$ cat src/rtl/ctrl_pipe_hazard.sv
// Pipeline control carrier: moves decoded controls ID->EX->MEM->WB, detects load-use
// hazards (1-cycle stall plus bubble into EX) and resolves taken branches in EX (squashes ID).
// Latency: one cycle per stage. Backpressure: stall holds PC and IF/ID upstream; the
// EX/MEM and MEM/WB registers never stall.
//
// Ports:
//   clk, reset                 clock and synchronous active-high reset
//   id_valid, id_*             decoded controls and register fields of the ID instruction
//   ex_zero                    ALU zero flag of the instruction currently in EX
//   stall, flush_ifid          combinational hazard/branch outputs for the front end
//   ex_*, mem_*, wb_*          registered stage controls (ID/EX, EX/MEM, MEM/WB)
//   fwd_a, fwd_b               EX operand selects: 00 regfile, 10 from MEM, 01 from WB
//   stall_cnt, flush_cnt       saturating event counters, cleared only by reset

module ctrl_pipe_hazard #(
  parameter int RA_W  = 5,
  parameter int CNT_W = 16
) (
  input  logic             clk,
  input  logic             reset,
  // ID stage inputs
  input  logic             id_valid,
  input  logic [1:0]       id_ALUop,
  input  logic             id_branch,
  input  logic             id_memRead,
  input  logic             id_memtoReg,
  input  logic             id_memWrite,
  input  logic             id_ALUsrc,
  input  logic             id_regWrite,
  input  logic [RA_W-1:0]  id_rs1,
  input  logic [RA_W-1:0]  id_rs2,
  input  logic [RA_W-1:0]  id_rd,
  input  logic             ex_zero,
  // hazard / branch
  output logic             stall,
  output logic             flush_ifid,
  // ID/EX
  output logic [1:0]       ex_ALUop,
  output logic             ex_branch,
  output logic             ex_memRead,
  output logic             ex_memtoReg,
  output logic             ex_memWrite,
  output logic             ex_ALUsrc,
  output logic             ex_regWrite,
  output logic [RA_W-1:0]  ex_rs1,
  output logic [RA_W-1:0]  ex_rs2,
  output logic [RA_W-1:0]  ex_rd,
  // EX/MEM
  output logic             mem_memRead,
  output logic             mem_memWrite,
  output logic             mem_memtoReg,
  output logic             mem_regWrite,
  output logic [RA_W-1:0]  mem_rd,
  // MEM/WB
  output logic             wb_memtoReg,
  output logic             wb_regWrite,
  output logic [RA_W-1:0]  wb_rd,
  // forwarding
  output logic [1:0]       fwd_a,
  output logic [1:0]       fwd_b,
  // event counters
  output logic [CNT_W-1:0] stall_cnt,
  output logic [CNT_W-1:0] flush_cnt
);

  localparam logic [RA_W-1:0]  RZERO   = '0;
  localparam logic [CNT_W-1:0] CNT_MAX = '1;
  localparam logic [CNT_W-1:0] CNT_ONE = CNT_W'(1);

  // ID/EX register
  logic [1:0]      ex_ALUop_q,    ex_ALUop_d;
  logic            ex_branch_q,   ex_branch_d;
  logic            ex_memRead_q,  ex_memRead_d;
  logic            ex_memtoReg_q, ex_memtoReg_d;
  logic            ex_memWrite_q, ex_memWrite_d;
  logic            ex_ALUsrc_q,   ex_ALUsrc_d;
  logic            ex_regWrite_q, ex_regWrite_d;
  logic [RA_W-1:0] ex_rs1_q,      ex_rs1_d;
  logic [RA_W-1:0] ex_rs2_q,      ex_rs2_d;
  logic [RA_W-1:0] ex_rd_q,       ex_rd_d;

  // EX/MEM register
  logic            mem_memRead_q,  mem_memRead_d;
  logic            mem_memWrite_q, mem_memWrite_d;
  logic            mem_memtoReg_q, mem_memtoReg_d;
  logic            mem_regWrite_q, mem_regWrite_d;
  logic [RA_W-1:0] mem_rd_q,       mem_rd_d;

  // MEM/WB register
  logic            wb_memtoReg_q, wb_memtoReg_d;
  logic            wb_regWrite_q, wb_regWrite_d;
  logic [RA_W-1:0] wb_rd_q,       wb_rd_d;

  // counters
  logic [CNT_W-1:0] stall_cnt_q, stall_cnt_d;
  logic [CNT_W-1:0] flush_cnt_q, flush_cnt_d;

  // hazard terms
  logic br_taken;
  logic hz;
  logic stall_w;
  logic load_id;

  // Hazard detection only looks at registered EX state and the ID fields, so stall and
  // flush are combinational from id_* but no id_* input reaches a stage output.
  always_comb begin
    br_taken = ex_branch_q & ex_zero;
    hz       = id_valid & ex_memRead_q & (ex_rd_q != RZERO) &
               ((ex_rd_q == id_rs1) | (ex_rd_q == id_rs2));
    // A taken branch squashes the dependent instruction anyway, so it wins over the stall.
    stall_w  = hz & ~br_taken;
    load_id  = id_valid & ~stall_w & ~br_taken;
  end

  // Next-state for all pipeline registers and counters.
  always_comb begin
    // ID/EX: either the ID instruction or an all-zero bubble.
    ex_ALUop_d    = 2'b00;
    ex_branch_d   = 1'b0;
    ex_memRead_d  = 1'b0;
    ex_memtoReg_d = 1'b0;
    ex_memWrite_d = 1'b0;
    ex_ALUsrc_d   = 1'b0;
    ex_regWrite_d = 1'b0;
    ex_rs1_d      = RZERO;
    ex_rs2_d      = RZERO;
    ex_rd_d       = RZERO;
    if (load_id) begin
      ex_ALUop_d    = id_ALUop;
      ex_branch_d   = id_branch;
      ex_memRead_d  = id_memRead;
      ex_memtoReg_d = id_memtoReg;
      ex_memWrite_d = id_memWrite;
      ex_ALUsrc_d   = id_ALUsrc;
      ex_regWrite_d = id_regWrite;
      ex_rs1_d      = id_rs1;
      ex_rs2_d      = id_rs2;
      ex_rd_d       = id_rd;
    end

    // EX/MEM and MEM/WB always advance, even during a stall.
    mem_memRead_d  = ex_memRead_q;
    mem_memWrite_d = ex_memWrite_q;
    mem_memtoReg_d = ex_memtoReg_q;
    mem_regWrite_d = ex_regWrite_q;
    mem_rd_d       = ex_rd_q;

    wb_memtoReg_d  = mem_memtoReg_q;
    wb_regWrite_d  = mem_regWrite_q;
    wb_rd_d        = mem_rd_q;

    // Saturating event counters.
    stall_cnt_d = stall_cnt_q;
    flush_cnt_d = flush_cnt_q;
    if (stall_w && (stall_cnt_q != CNT_MAX)) begin
      stall_cnt_d = stall_cnt_q + CNT_ONE;
    end
    if (br_taken && (flush_cnt_q != CNT_MAX)) begin
      flush_cnt_d = flush_cnt_q + CNT_ONE;
    end
  end

  always_ff @(posedge clk) begin
    if (reset) begin
      ex_ALUop_q     <= 2'b00;
      ex_branch_q    <= 1'b0;
      ex_memRead_q   <= 1'b0;
      ex_memtoReg_q  <= 1'b0;
      ex_memWrite_q  <= 1'b0;
      ex_ALUsrc_q    <= 1'b0;
      ex_regWrite_q  <= 1'b0;
      ex_rs1_q       <= RZERO;
      ex_rs2_q       <= RZERO;
      ex_rd_q        <= RZERO;
      mem_memRead_q  <= 1'b0;
      mem_memWrite_q <= 1'b0;
      mem_memtoReg_q <= 1'b0;
      mem_regWrite_q <= 1'b0;
      mem_rd_q       <= RZERO;
      wb_memtoReg_q  <= 1'b0;
      wb_regWrite_q  <= 1'b0;
      wb_rd_q        <= RZERO;
      stall_cnt_q    <= '0;
      flush_cnt_q    <= '0;
    end else begin
      ex_ALUop_q     <= ex_ALUop_d;
      ex_branch_q    <= ex_branch_d;
      ex_memRead_q   <= ex_memRead_d;
      ex_memtoReg_q  <= ex_memtoReg_d;
      ex_memWrite_q  <= ex_memWrite_d;
      ex_ALUsrc_q    <= ex_ALUsrc_d;
      ex_regWrite_q  <= ex_regWrite_d;
      ex_rs1_q       <= ex_rs1_d;
      ex_rs2_q       <= ex_rs2_d;
      ex_rd_q        <= ex_rd_d;
      mem_memRead_q  <= mem_memRead_d;
      mem_memWrite_q <= mem_memWrite_d;
      mem_memtoReg_q <= mem_memtoReg_d;
      mem_regWrite_q <= mem_regWrite_d;
      mem_rd_q       <= mem_rd_d;
      wb_memtoReg_q  <= wb_memtoReg_d;
      wb_regWrite_q  <= wb_regWrite_d;
      wb_rd_q        <= wb_rd_d;
      stall_cnt_q    <= stall_cnt_d;
      flush_cnt_q    <= flush_cnt_d;
    end
  end

  // Forwarding: the younger producer (MEM) holds the newer value, so it beats WB.
  // Register 0 is hardwired and must never be forwarded.
  always_comb begin
    fwd_a = 2'b00;
    fwd_b = 2'b00;
    if (mem_regWrite_q && (mem_rd_q != RZERO) && (mem_rd_q == ex_rs1_q)) begin
      fwd_a = 2'b10;
    end else if (wb_regWrite_q && (wb_rd_q != RZERO) && (wb_rd_q == ex_rs1_q)) begin
      fwd_a = 2'b01;
    end
    if (mem_regWrite_q && (mem_rd_q != RZERO) && (mem_rd_q == ex_rs2_q)) begin
      fwd_b = 2'b10;
    end else if (wb_regWrite_q && (wb_rd_q != RZERO) && (wb_rd_q == ex_rs2_q)) begin
      fwd_b = 2'b01;
    end
  end

  assign stall        = stall_w;
  assign flush_ifid   = br_taken;

  assign ex_ALUop     = ex_ALUop_q;
  assign ex_branch    = ex_branch_q;
  assign ex_memRead   = ex_memRead_q;
  assign ex_memtoReg  = ex_memtoReg_q;
  assign ex_memWrite  = ex_memWrite_q;
  assign ex_ALUsrc    = ex_ALUsrc_q;
  assign ex_regWrite  = ex_regWrite_q;
  assign ex_rs1       = ex_rs1_q;
  assign ex_rs2       = ex_rs2_q;
  assign ex_rd        = ex_rd_q;

  assign mem_memRead  = mem_memRead_q;
  assign mem_memWrite = mem_memWrite_q;
  assign mem_memtoReg = mem_memtoReg_q;
  assign mem_regWrite = mem_regWrite_q;
  assign mem_rd       = mem_rd_q;

  assign wb_memtoReg  = wb_memtoReg_q;
  assign wb_regWrite  = wb_regWrite_q;
  assign wb_rd        = wb_rd_q;

  assign stall_cnt    = stall_cnt_q;
  assign flush_cnt    = flush_cnt_q;

endmodule

$ cat config.mk
export PLATFORM = sky130hd
export DESIGN_NAME = ctrl_pipe_hazard
export DESIGN_NICKNAME = d
export VERILOG_FILES = /design/src/rtl/ctrl_pipe_hazard.sv
export SDC_FILE = /design/constraint.sdc
export NUM_CORES = 1
export LEC_CHECK = 0
export CORE_MARGIN = 10
export CORE_UTILIZATION = 35
export DETAILED_ROUTE_END_ITERATION = 12
export SYNTH_ARGS = -nofsm -noshare
export SYNTH_HDL_FRONTEND = slang
export SYNTH_SLANG_ARGS = --single-unit
$ cat constraint.sdc
create_clock -name clk -period 5.21 [get_ports clk]
set_clock_uncertainty 0.2 [all_clocks]
set_input_delay 0.521 -clock clk [delete_from_list [all_inputs] [get_ports clk]]
set_output_delay 0.521 -clock clk [all_outputs]
set_load 0.01 [all_outputs]
==> results.sh, run 1 <==
export IMPL_status="completed"
export IMPL_critPathArrivalTime_ns=2.50
export IMPL_die_area_um2=13110
export IMPL_fp_row_count=34
export IMPL_ys_types=42
export IMPL_grt_pass1_wl_mm=14.23
export IMPL_ys_warn_count=0
export IMPL_irDropWorstVdd_uv=138.9
export IMPL_post_cts_setup_buffer_count=0
export IMPL_clock_latency_ns=0.34
export IMPL_ioPinCount=104
export IMPL_relSlewSlack=0.3847
export IMPL_power_switching_w=0.0002665
export IMPL_crit_type="reg -> out"
export IMPL_cts_path_max_buffers=2
export IMPL_tightest_slew_ns=0.9230
export IMPL_cts_buffers=9
export IMPL_drt_iter0_markers=115
export IMPL_grt_overflow=0
export IMPL_antenna_found_initial=0
export IMPL_root_buffer="clkbuf_8"
export IMPL_wl_mm=8.908
export IMPL_drc=0
export IMPL_ys_seq_area_frac=0.4546
export IMPL_max_cap_violations=0
export IMPL_drv_slew=0
export IMPL_syn_cell_area_um2=3127
export IMPL_avgSynthCellArea_um2=9.533
export IMPL_finalInstanceArea_um2=4458
export IMPL_p_seq_frac=0.488
export IMPL_layout_drive_gt1_share=0.06407
export IMPL_post_route_util=0.5112
export IMPL_hold_buffers=0
export IMPL_drt_antenna_violating_nets=0
export IMPL_gr_usage_all_layers=0.1344
export IMPL_setup_violations=0
export IMPL_fin_crit_ns=3.220
export IMPL_clk_pin_slew_ns=0.08
export IMPL_period_share=0.6180
export IMPL_async_flop_share=0
export IMPL_clkPwrFrac=0.434
export IMPL_die_x_um=114.5
export IMPL_hold_path_class="reg -> reg"
export IMPL_grt_pass1_vias=2791
export IMPL_dr_pass1_iters=4
export IMPL_die_h_um=114.5
export IMPL_cts_sinks=71
export IMPL_port_buffer_count=103
export IMPL_grt_max_degree=50
export IMPL_synthToLayoutAreaGrowth_pct=42.58
export IMPL_netlist_instances=328
export IMPL_synth_nets=357
export IMPL_end_kind="output pin"
export IMPL_post_cts_resized=0
export IMPL_initial_core_util=0.3585
export IMPL_num_vias=2742
export IMPL_ctsHtreeMaxLevel=3
export IMPL_gp_congestion=0.8412
export IMPL_tns_ns=0
export IMPL_finalNetCount=461
export IMPL_total_leakage_power_nw=1.672
export IMPL_synth_edf_count=0
export IMPL_avgRoutedWirePerCell_um=16.34
export IMPL_cp_required_ns=4.49
export IMPL_max_freq_mhz=310.6
export IMPL_placed_area_um2=4228
export IMPL_final_hold_viol_count=0
export IMPL_worstSetupStartpointType="register"
export IMPL_yosys_most_used_dff="dfxtp_1"
export IMPL_p_per_area_nw_per_um2=259.2
export IMPL_cts_tree="done"
export IMPL_crit_fanout=5
export IMPL_coreArea_um2=8721
export IMPL_rsz0062_at_grt="false"
export IMPL_netSwitchingFraction=0.2306
export IMPL_synth_seq_cells=71
export IMPL_viasPerCell=5.031
export IMPL_diodes=0
export IMPL_hpwlAfterDp_mm=6.705
export IMPL_intPower_w=0.0008890
export IMPL_p_comb_frac=0.077
metrics by stage:
stage                     cells  setup WS, ns  power [W]  hold slack, ns
after floorplan             328         2.829  0.0006160          0.2922
after global placement      529         2.038  0.0006683          0.2456
after detailed placement    529         2.021  0.0006688          0.2557
after CTS                   545         1.994   0.001176          0.2697
after global routing        545         1.777   0.001212          0.2866
final                       545         1.990   0.001156          0.2656
layer usage:
layer,vias up,track usage,part of all wire
met3,9,0.05136,0.077
met2,79,0.2148,0.47
li1,1370,-,-
met4,0,0.04595,0.012
met5,-,0,0
met1,1284,0.1609,0.44
area by class of cell:
cell class	instances	area [um2]
multi-input cells	243	1627
inverters	3	11.26
fillers	840	4263
repair buffers	104	1033
clock buffers	10	137.6
flip-flops and latches	71	1421
clock inverters	6	92.59
well taps	108	135.1
critical path: stages (launching register included):
cell and delay, ns:
dfxtp_1 0.37, or4_1 0.52, o21ai_0 0.22, nor4_1 0.12, nor4_1 0.33, clkdlybuf4s50_1 0.60
cell usage in the layout (no fill, tap or decap), drive strengths merged, types with 10 or more instances in the layout:
cell           count
a21oi             11
and2              27
clkbuf            10
clkdlybuf4s50    102
dfxtp             71
nand2             10
nand3             12
nand4             16
nor2              24
nor2b             19
nor3              10
o21ai             10
or4               13
xor2              37
power groups by stage:
stage               Combinational, W  Clock [W]  Sequential, W
global placement           0.0000908          0       0.000577
detailed placement         0.0000912          0       0.000578
finish                     0.0000894   0.000502       0.000564
CTS                        0.0000914   0.000519       0.000565
floorplan                  0.0000364          0       0.000580
global route               0.0000979   0.000547       0.000566
path summary, 6_finish.rpt:
| kind | cells past startpoint | from | end | slack (ns) |
|---|---|---|---|---|
| worst min-delay path | 1 | mem_memtoReg | wb_memtoReg | 0.27 |
| worst max-delay path | 5 | mem_rd[1] | fwd_a[0] | 1.99 |
| worst min register to register | 1 | mem_memtoReg | wb_memtoReg | 0.27 |
| worst max register to register | 4 | ex_rd[2] | ex_rs2[2] | 2.91 |
registers in the layout (all words and copies together) (netlist names), 2 cells and up:
signal     cells
mem_rd         5
ex_rd          5
stall_cnt     16
ex_rs2         5
ex_ALUop       2
wb_rd          5
flush_cnt     16
ex_rs1         5
cells by family after synthesis:
logic type	share of synthesized area
adders and majority gates	0.008002
AOI/OAI and AO/OA	0.08643
muxes	0.01641
xor gates and xnor gates	0.1232
buffers and inverters	0.02521
and+or+nand+nor	0.2861
DFF	0.4546
synth_stat cells, types with 2 or more instances:
cell type / n / area share
dfxtp_1: 71 / 0.45
xor2_1: 37 / 0.10
and2_1: 27 / 0.054
nor2_1: 24 / 0.029
nor2b_1: 19 / 0.038
nand4_1: 16 / 0.032
nand3_1: 12 / 0.019
or4_1: 12 / 0.029
a21oi_1: 11 / 0.018
nand2_1: 10 / 0.012
o21ai_0: 9 / 0.014
nor3_1: 8 / 0.013
o31ai_1: 7 / 0.017
xnor2_1: 7 / 0.020
and3_1: 6 / 0.012
nor4_1: 6 / 0.012
clkbuf_1: 5 / 0.0060
or3_1: 4 / 0.0080
and4_1: 3 / 0.0084
buf_2: 3 / 0.0048
buf_6: 3 / 0.011
inv_1: 3 / 0.0036
ha_1: 2 / 0.0080
mux2_4: 2 / 0.0096
nor3_2: 2 / 0.0064
o211ai_1: 2 / 0.0048
o21a_1: 2 / 0.0048
No activity file was read; power rests on OpenSTA's default activity.
==> run 2: changes to the inputs <==
==> constraint.sdc (replaced) <==
create_clock -name clk -period 3.3 [get_ports clk]
set_clock_uncertainty 0.2 [all_clocks]
set_input_delay 0.33 -clock clk [delete_from_list [all_inputs] [get_ports clk]]
set_output_delay 0.33 -clock clk [all_outputs]
set_load 0.01 [all_outputs]
==> run 2 against run 1 <==
- utilization rose by 0.27 points
- critical path depth did not move
- register-to-register slack got worse by 1.8 ns
- total power rose by 62%
- hold slack got worse by 0.13 ns
- clock-buffer cell count rose by 1
- wire length fell by 4.0%
- flip-flop and latch count did not move
- largest cell class unchanged
- largest power group unchanged
==> results.sh, run 2 (synthesized netlist as in run 1, its figures left out) <==
export IMPL_min_path_cells=3
export IMPL_cp_required_ns=2.77
export IMPL_p_comb_frac=0.076
export IMPL_period_share=0.8832
export IMPL_diodes=0
export IMPL_power_switching_w=0.0003978
export IMPL_gp_congestion=0.8910
export IMPL_die_x_um=114.5
export IMPL_reg2reg_from="ex_rd[2]"
export IMPL_hold_path_class="in -> reg"
export IMPL_r2r_cells=5
export IMPL_cp_endpoint="fwd_a[0]"
export IMPL_root_buffer="clkbuf_8"
export IMPL_hold_buffers=0
export IMPL_rsz0062_at_grt="false"
export IMPL_drt_iter0_markers=117
export IMPL_grt_max_degree=49
export IMPL_wl_mm=8.553
export IMPL_post_cts_resized=0
export IMPL_grt_pass1_vias=2679
export IMPL_cts_sinks=71
export IMPL_total_leakage_power_nw=1.683
export IMPL_cts_path_max_buffers=2
export IMPL_num_vias=2740
export IMPL_antenna_found_initial=0
export IMPL_crit_fanout=5
export IMPL_clock_latency_ns=0.33
export IMPL_max_freq_mhz=343.1
export IMPL_ioPinCount=104
export IMPL_reg2reg_slack_ns=1.09
export IMPL_crit_start="mem_rd[1]"
export IMPL_mostFrequentLayoutCells="clkdlybuf4s50_1, dfxtp_1, xor2_1"
export IMPL_hpwlAfterDp_mm=6.470
export IMPL_gr_usage_all_layers=0.1279
export IMPL_drc=0
export IMPL_relSlewSlack=0.5892
export IMPL_netSwitchingFraction=0.2121
export IMPL_cts_buffers=9
export IMPL_drv_slew=0
export IMPL_die_area_um2=13110
export IMPL_drt_antenna_violating_nets=0
export IMPL_p_per_area_nw_per_um2=418.4
export IMPL_tns_ns=0
export IMPL_p_seq_frac=0.475
export IMPL_final_common_cell="clkdlybuf4s50_1"
export IMPL_viasPerCell=5.018
export IMPL_post_cts_setup_buffer_count=0
export IMPL_setup_violations=0
export IMPL_end_kind="output pin"
export IMPL_fin_crit_ns=2.915
export IMPL_num_fill_cells=826
export IMPL_status="completed"
export IMPL_cts_tree="done"
export IMPL_initial_core_util=0.3585
export IMPL_coreArea_um2=8721
export IMPL_grt_overflow=0
export IMPL_fp_row_count=34
export IMPL_critPathArrivalTime_ns=2.38
export IMPL_synthToLayoutAreaGrowth_pct=43.34
export IMPL_max_cap_violations=0
export IMPL_intPower_w=0.001478
export IMPL_final_hold_viol_count=0
export IMPL_clkPwrFrac=0.450
export IMPL_clk_pin_slew_ns=0.08
export IMPL_crit_type="reg -> out"
export IMPL_ctsHtreeMaxLevel=3
export IMPL_finalNetCount=462
export IMPL_final_seq_area_um2=1421
export IMPL_multi_input_area_um2=1627
export IMPL_die_h_um=114.5
export IMPL_whs_ns=0.1348
export IMPL_reg2reg_to="stall_cnt[9]"
export IMPL_worstSetupStartpointType="register"
export IMPL_grt_pass1_wl_mm=13.61
export IMPL_layout_drive_gt1_share=0.06393
export IMPL_dr_pass1_iters=4
export IMPL_irDropWorstVdd_uv=162.4
export IMPL_avgRoutedWirePerCell_um=15.66
export IMPL_port_buffer_count=103
export IMPL_tightest_slew_ns=0.6115
[run 2: cell types whose count changed in the layout (fill, tap and decap cells not counted)]
cell and change:
inv_6 -1, clkbuf_1 +1, bufinv_16 +1, clkinv_4 -1
buf_4 +1
[run 2: critical path: stages (launching register included)]
cell	delay, ns
dfxtp_1	0.35
or4_1	0.51
o21ai_0	0.22
nor4_1	0.11
nor4_1	0.27
clkdlybuf4s50_1	0.58
[run 2: cell type report]
type,count,area share
Clock buffer,11,0.03155
Clock inverter,5,0.02345
Inverter,3,0.002513
Multi-Input combinational cell,243,0.3629
Sequential cell,71,0.3171
Tap cell,108,0.03015
Timing Repair Buffer,105,0.2323
[run 2: worst min path at each step]
| stage | end | from | slack [ns] |
|---|---|---|---|
| finish | stall_cnt[11] | reset | 0.13 |
| global route | stall_cnt[11] | reset | 0.14 |
| CTS | flush_cnt[3] | reset | 0.13 |
| global placement | mem_memWrite | ex_memWrite | 0.25 |
| floorplan | ex_ALUop[0] | id_ALUop[0] | 0.25 |
| detailed placement | mem_memtoReg | ex_memtoReg | 0.25 |
[run 2: metrics by stage]
step	setup slack (ns)	cell area, um2	total power, W	instances	utilization
after global routing	0.2116	4482	0.001949	546	0.5139
after detailed placement	0.6668	4235	0.001055	530	0.4857
final	0.3854	4482	0.001875	546	0.5139
after global placement	0.6671	4235	0.001055	530	0.4857
after floorplan	1.110	3127	0.0009725	328	-
after CTS	0.3616	4482	0.001901	546	0.5139
[run 2: power groups by stage]
| stage | Combinational, W | Sequential, W | Clock, W |
|---|---|---|---|
| 3_3_place_gp | 0.000144 | 0.000911 | 0 |
| 4_1_cts | 0.000145 | 0.000891 | 0.000865 |
| 2_1_floorplan | 0.0000574 | 0.000915 | 0 |
| 6_report | 0.000142 | 0.000890 | 0.000843 |
| 3_5_place_dp | 0.000144 | 0.000911 | 0 |
| 5_1_grt | 0.000155 | 0.000893 | 0.000901 |
[run 2: routing by layer]
metal / global-route usage / routed length (um) / part of all wire
met4: 0.05514 / 148 / 0.017
met2: 0.2023 / 3937 / 0.46
met3: 0.04560 / 789 / 0.092
met1: 0.1526 / 3678 / 0.43
met5: 0 / 0 / 0
==> run 3: changes to the inputs <==
--- a/config.mk
+++ b/config.mk
@@ -5,8 +5,8 @@
 export SDC_FILE = /design/constraint.sdc
 export NUM_CORES = 1
 export LEC_CHECK = 0
-export CORE_MARGIN = 10
 export CORE_UTILIZATION = 35
+export CTS_CLUSTER_DIAMETER = 40
 export DETAILED_ROUTE_END_ITERATION = 12
 export SYNTH_ARGS = -nofsm -noshare
 export SYNTH_HDL_FRONTEND = slang
==> run 3 against run 2 <==
- cell area decreased by 1.1%
- clock-buffer cell count shrank 2
- combinational power about the same
- die area down 29%
- cell count is the same
- sequential share of layout area grew 0.35 points
- first-iteration DRC count shrank 26%
- largest power group unchanged
==> results.sh, run 3 (synthesized netlist as in run 1, its figures left out) <==
export IMPL_status="completed"
export IMPL_min_path_cells=3
export IMPL_hold_path_class="in -> reg"
export IMPL_cts_tree="done"
export IMPL_crit_top_cell="nor4_1"
export IMPL_cpPeakStageDelay_ns=0.58
export IMPL_wl_mm=7.803
export IMPL_grt_overflow=0
export IMPL_diodes=0
export IMPL_avgRoutedWirePerCell_um=14.29
export IMPL_hold_buffers=0
export IMPL_grt_pass1_wl_mm=12.25
export IMPL_ioPinCount=104
export IMPL_crit_buf_inv=1
export IMPL_final_hold_viol_count=0
export IMPL_cts_sinks=71
export IMPL_worstSetupStartpointType="register"
export IMPL_reg2reg_from="ex_rd[1]"
export IMPL_r2r_cells=5
export IMPL_initial_core_util=0.3603
export IMPL_drt_antenna_violating_nets=0
export IMPL_num_vias=2722
export IMPL_clkPwrFrac=0.399
export IMPL_crit_start="mem_rd[1]"
export IMPL_grt_pass1_vias=2549
export IMPL_p_comb_frac=0.082
export IMPL_die_area_um2=9315
export IMPL_path_depth=5
export IMPL_antenna_found_initial=0
export IMPL_finalNetCount=462
export IMPL_post_cts_resized=0
export IMPL_cp_endpoint="fwd_b[0]"
export IMPL_gr_usage_all_layers=0.1734
export IMPL_tns_ns=0
export IMPL_hpwlAfterDp_mm=5.674
export IMPL_root_buffer="clkbuf_8"
export IMPL_crit_family="simple AND/OR/NAND/NOR gates"
export IMPL_netSwitchingFraction=0.2406
export IMPL_port_buffer_count=103
export IMPL_p_seq_frac=0.518
export IMPL_post_cts_setup_buffer_count=0
export IMPL_crit_fanout=5
export IMPL_whs_ns=0.1310
export IMPL_irDropWorstVdd_uv=262.5
export IMPL_fp_row_count=34
export IMPL_coreArea_um2=8678
export IMPL_gp_congestion=0.8665
export IMPL_reg2reg_slack_ns=1.09
export IMPL_drt_iter0_markers=87
export IMPL_grt_max_degree=49
export IMPL_drv_slew=0
export IMPL_crit_type="reg -> out"
export IMPL_p_per_area_nw_per_um2=387.4
export IMPL_intPower_w=0.001304
export IMPL_end_kind="output pin"
export IMPL_synthToLayoutAreaGrowth_pct=41.78
export IMPL_relSlewSlack=0.6008
export IMPL_p_total_w=0.001717
export IMPL_fin_crit_ns=2.911
export IMPL_tightest_slew_ns=0.5966
export IMPL_clock_latency_ns=0.34
export IMPL_total_leakage_power_nw=1.667
export IMPL_die_h_um=96.52
export IMPL_power_switching_w=0.0004133
export IMPL_max_freq_mhz=343.5
export IMPL_mostFrequentLayoutCells="clkdlybuf4s50_1, dfxtp_1, xor2_1"
export IMPL_drc=0
export IMPL_final_common_cell="clkdlybuf4s50_1"
export IMPL_layout_drive_gt1_share=0.06621
export IMPL_cts_buffers=9
export IMPL_die_x_um=96.52
export IMPL_cpMaxStageDelayCell="clkdlybuf4s50_1"
export IMPL_cp_required_ns=2.77
export IMPL_dr_pass1_iters=4
export IMPL_viasPerCell=4.985
export IMPL_period_share=0.8821
export IMPL_critPathArrivalTime_ns=2.38
export IMPL_ctsHtreeMaxLevel=3
export IMPL_rsz0062_at_grt="false"
export IMPL_reg2reg_to="stall_cnt[7]"
export IMPL_cts_path_max_buffers=2
export IMPL_crit_chain="or4_1, o21ai_0, nor4_1, nor4_1, clkdlybuf4s50_1"
export IMPL_clk_pin_slew_ns=0.08
export IMPL_setup_violations=0
export IMPL_max_cap_violations=0
## run 3: cell count changes in the layout (fill, tap and decap cells not counted)
cell / previous run / this run
clkinv_4: 0 / 3
clkbuf_1: 1 / 0
clkbuf_8: 10 / 9
clkinv_2: 0 / 2
clkinvlp_4: 2 / 1
bufinv_16: 3 / 1
## run 3: how the worst min path moves through the flow
stage                startpoint             to
floorplan           id_ALUop[0]    ex_ALUop[0]
global route              reset  stall_cnt[11]
detailed placement  ex_memWrite   mem_memWrite
global placement    ex_memWrite   mem_memWrite
finish                    reset  stall_cnt[11]
CTS                       reset  stall_cnt[11]
## run 3: area by class of cell
type	instances	area, um2
fillers	853	4245
multi-input cells	243	1627
flip-flops and latches	71	1421
repair buffers	105	1041
well taps	108	135.1
clock buffers	9	123.9
clock inverters	7	73.82
inverters	3	11.26
## run 3: routing by layer
layer  vias up  wire [um]  global-route usage
li1       1380          -                   -
met1      1256       3478              0.2093
met2        78       3713              0.2981
met3         8        506             0.04069
met4         0        104             0.06495
met5         -          0                   0
## run 3: tightest hold or removal path, delay by kind of cell
kind	cells	cell delay, ns
compound gates	1	0.12
buf+inv	2	0.17
## run 3: power groups by stage
stage	clock (W)	sequential (W)	combinational, W
3_3_place_gp	0	0.000911	0.000142
2_1_floorplan	0	0.000915	0.0000574
5_1_grt	0.000742	0.000893	0.000154
4_1_cts	0.000709	0.000891	0.000143
6_report	0.000686	0.000890	0.000141
3_5_place_dp	0	0.000911	0.000143
## run 3: metrics by stage
stage | std cells | instance area, um2 | setup WS (ns) | utilization
2_1_floorplan | 328 | 3127 | 1.110 | -
3_3_place_gp | 530 | 4235 | 0.6742 | 0.4880
3_5_place_dp | 530 | 4235 | 0.6594 | 0.4880
4_1_cts | 546 | 4433 | 0.3742 | 0.5108
5_1_grt | 546 | 4433 | 0.2413 | 0.5108
6_report | 546 | 4433 | 0.3892 | 0.5108
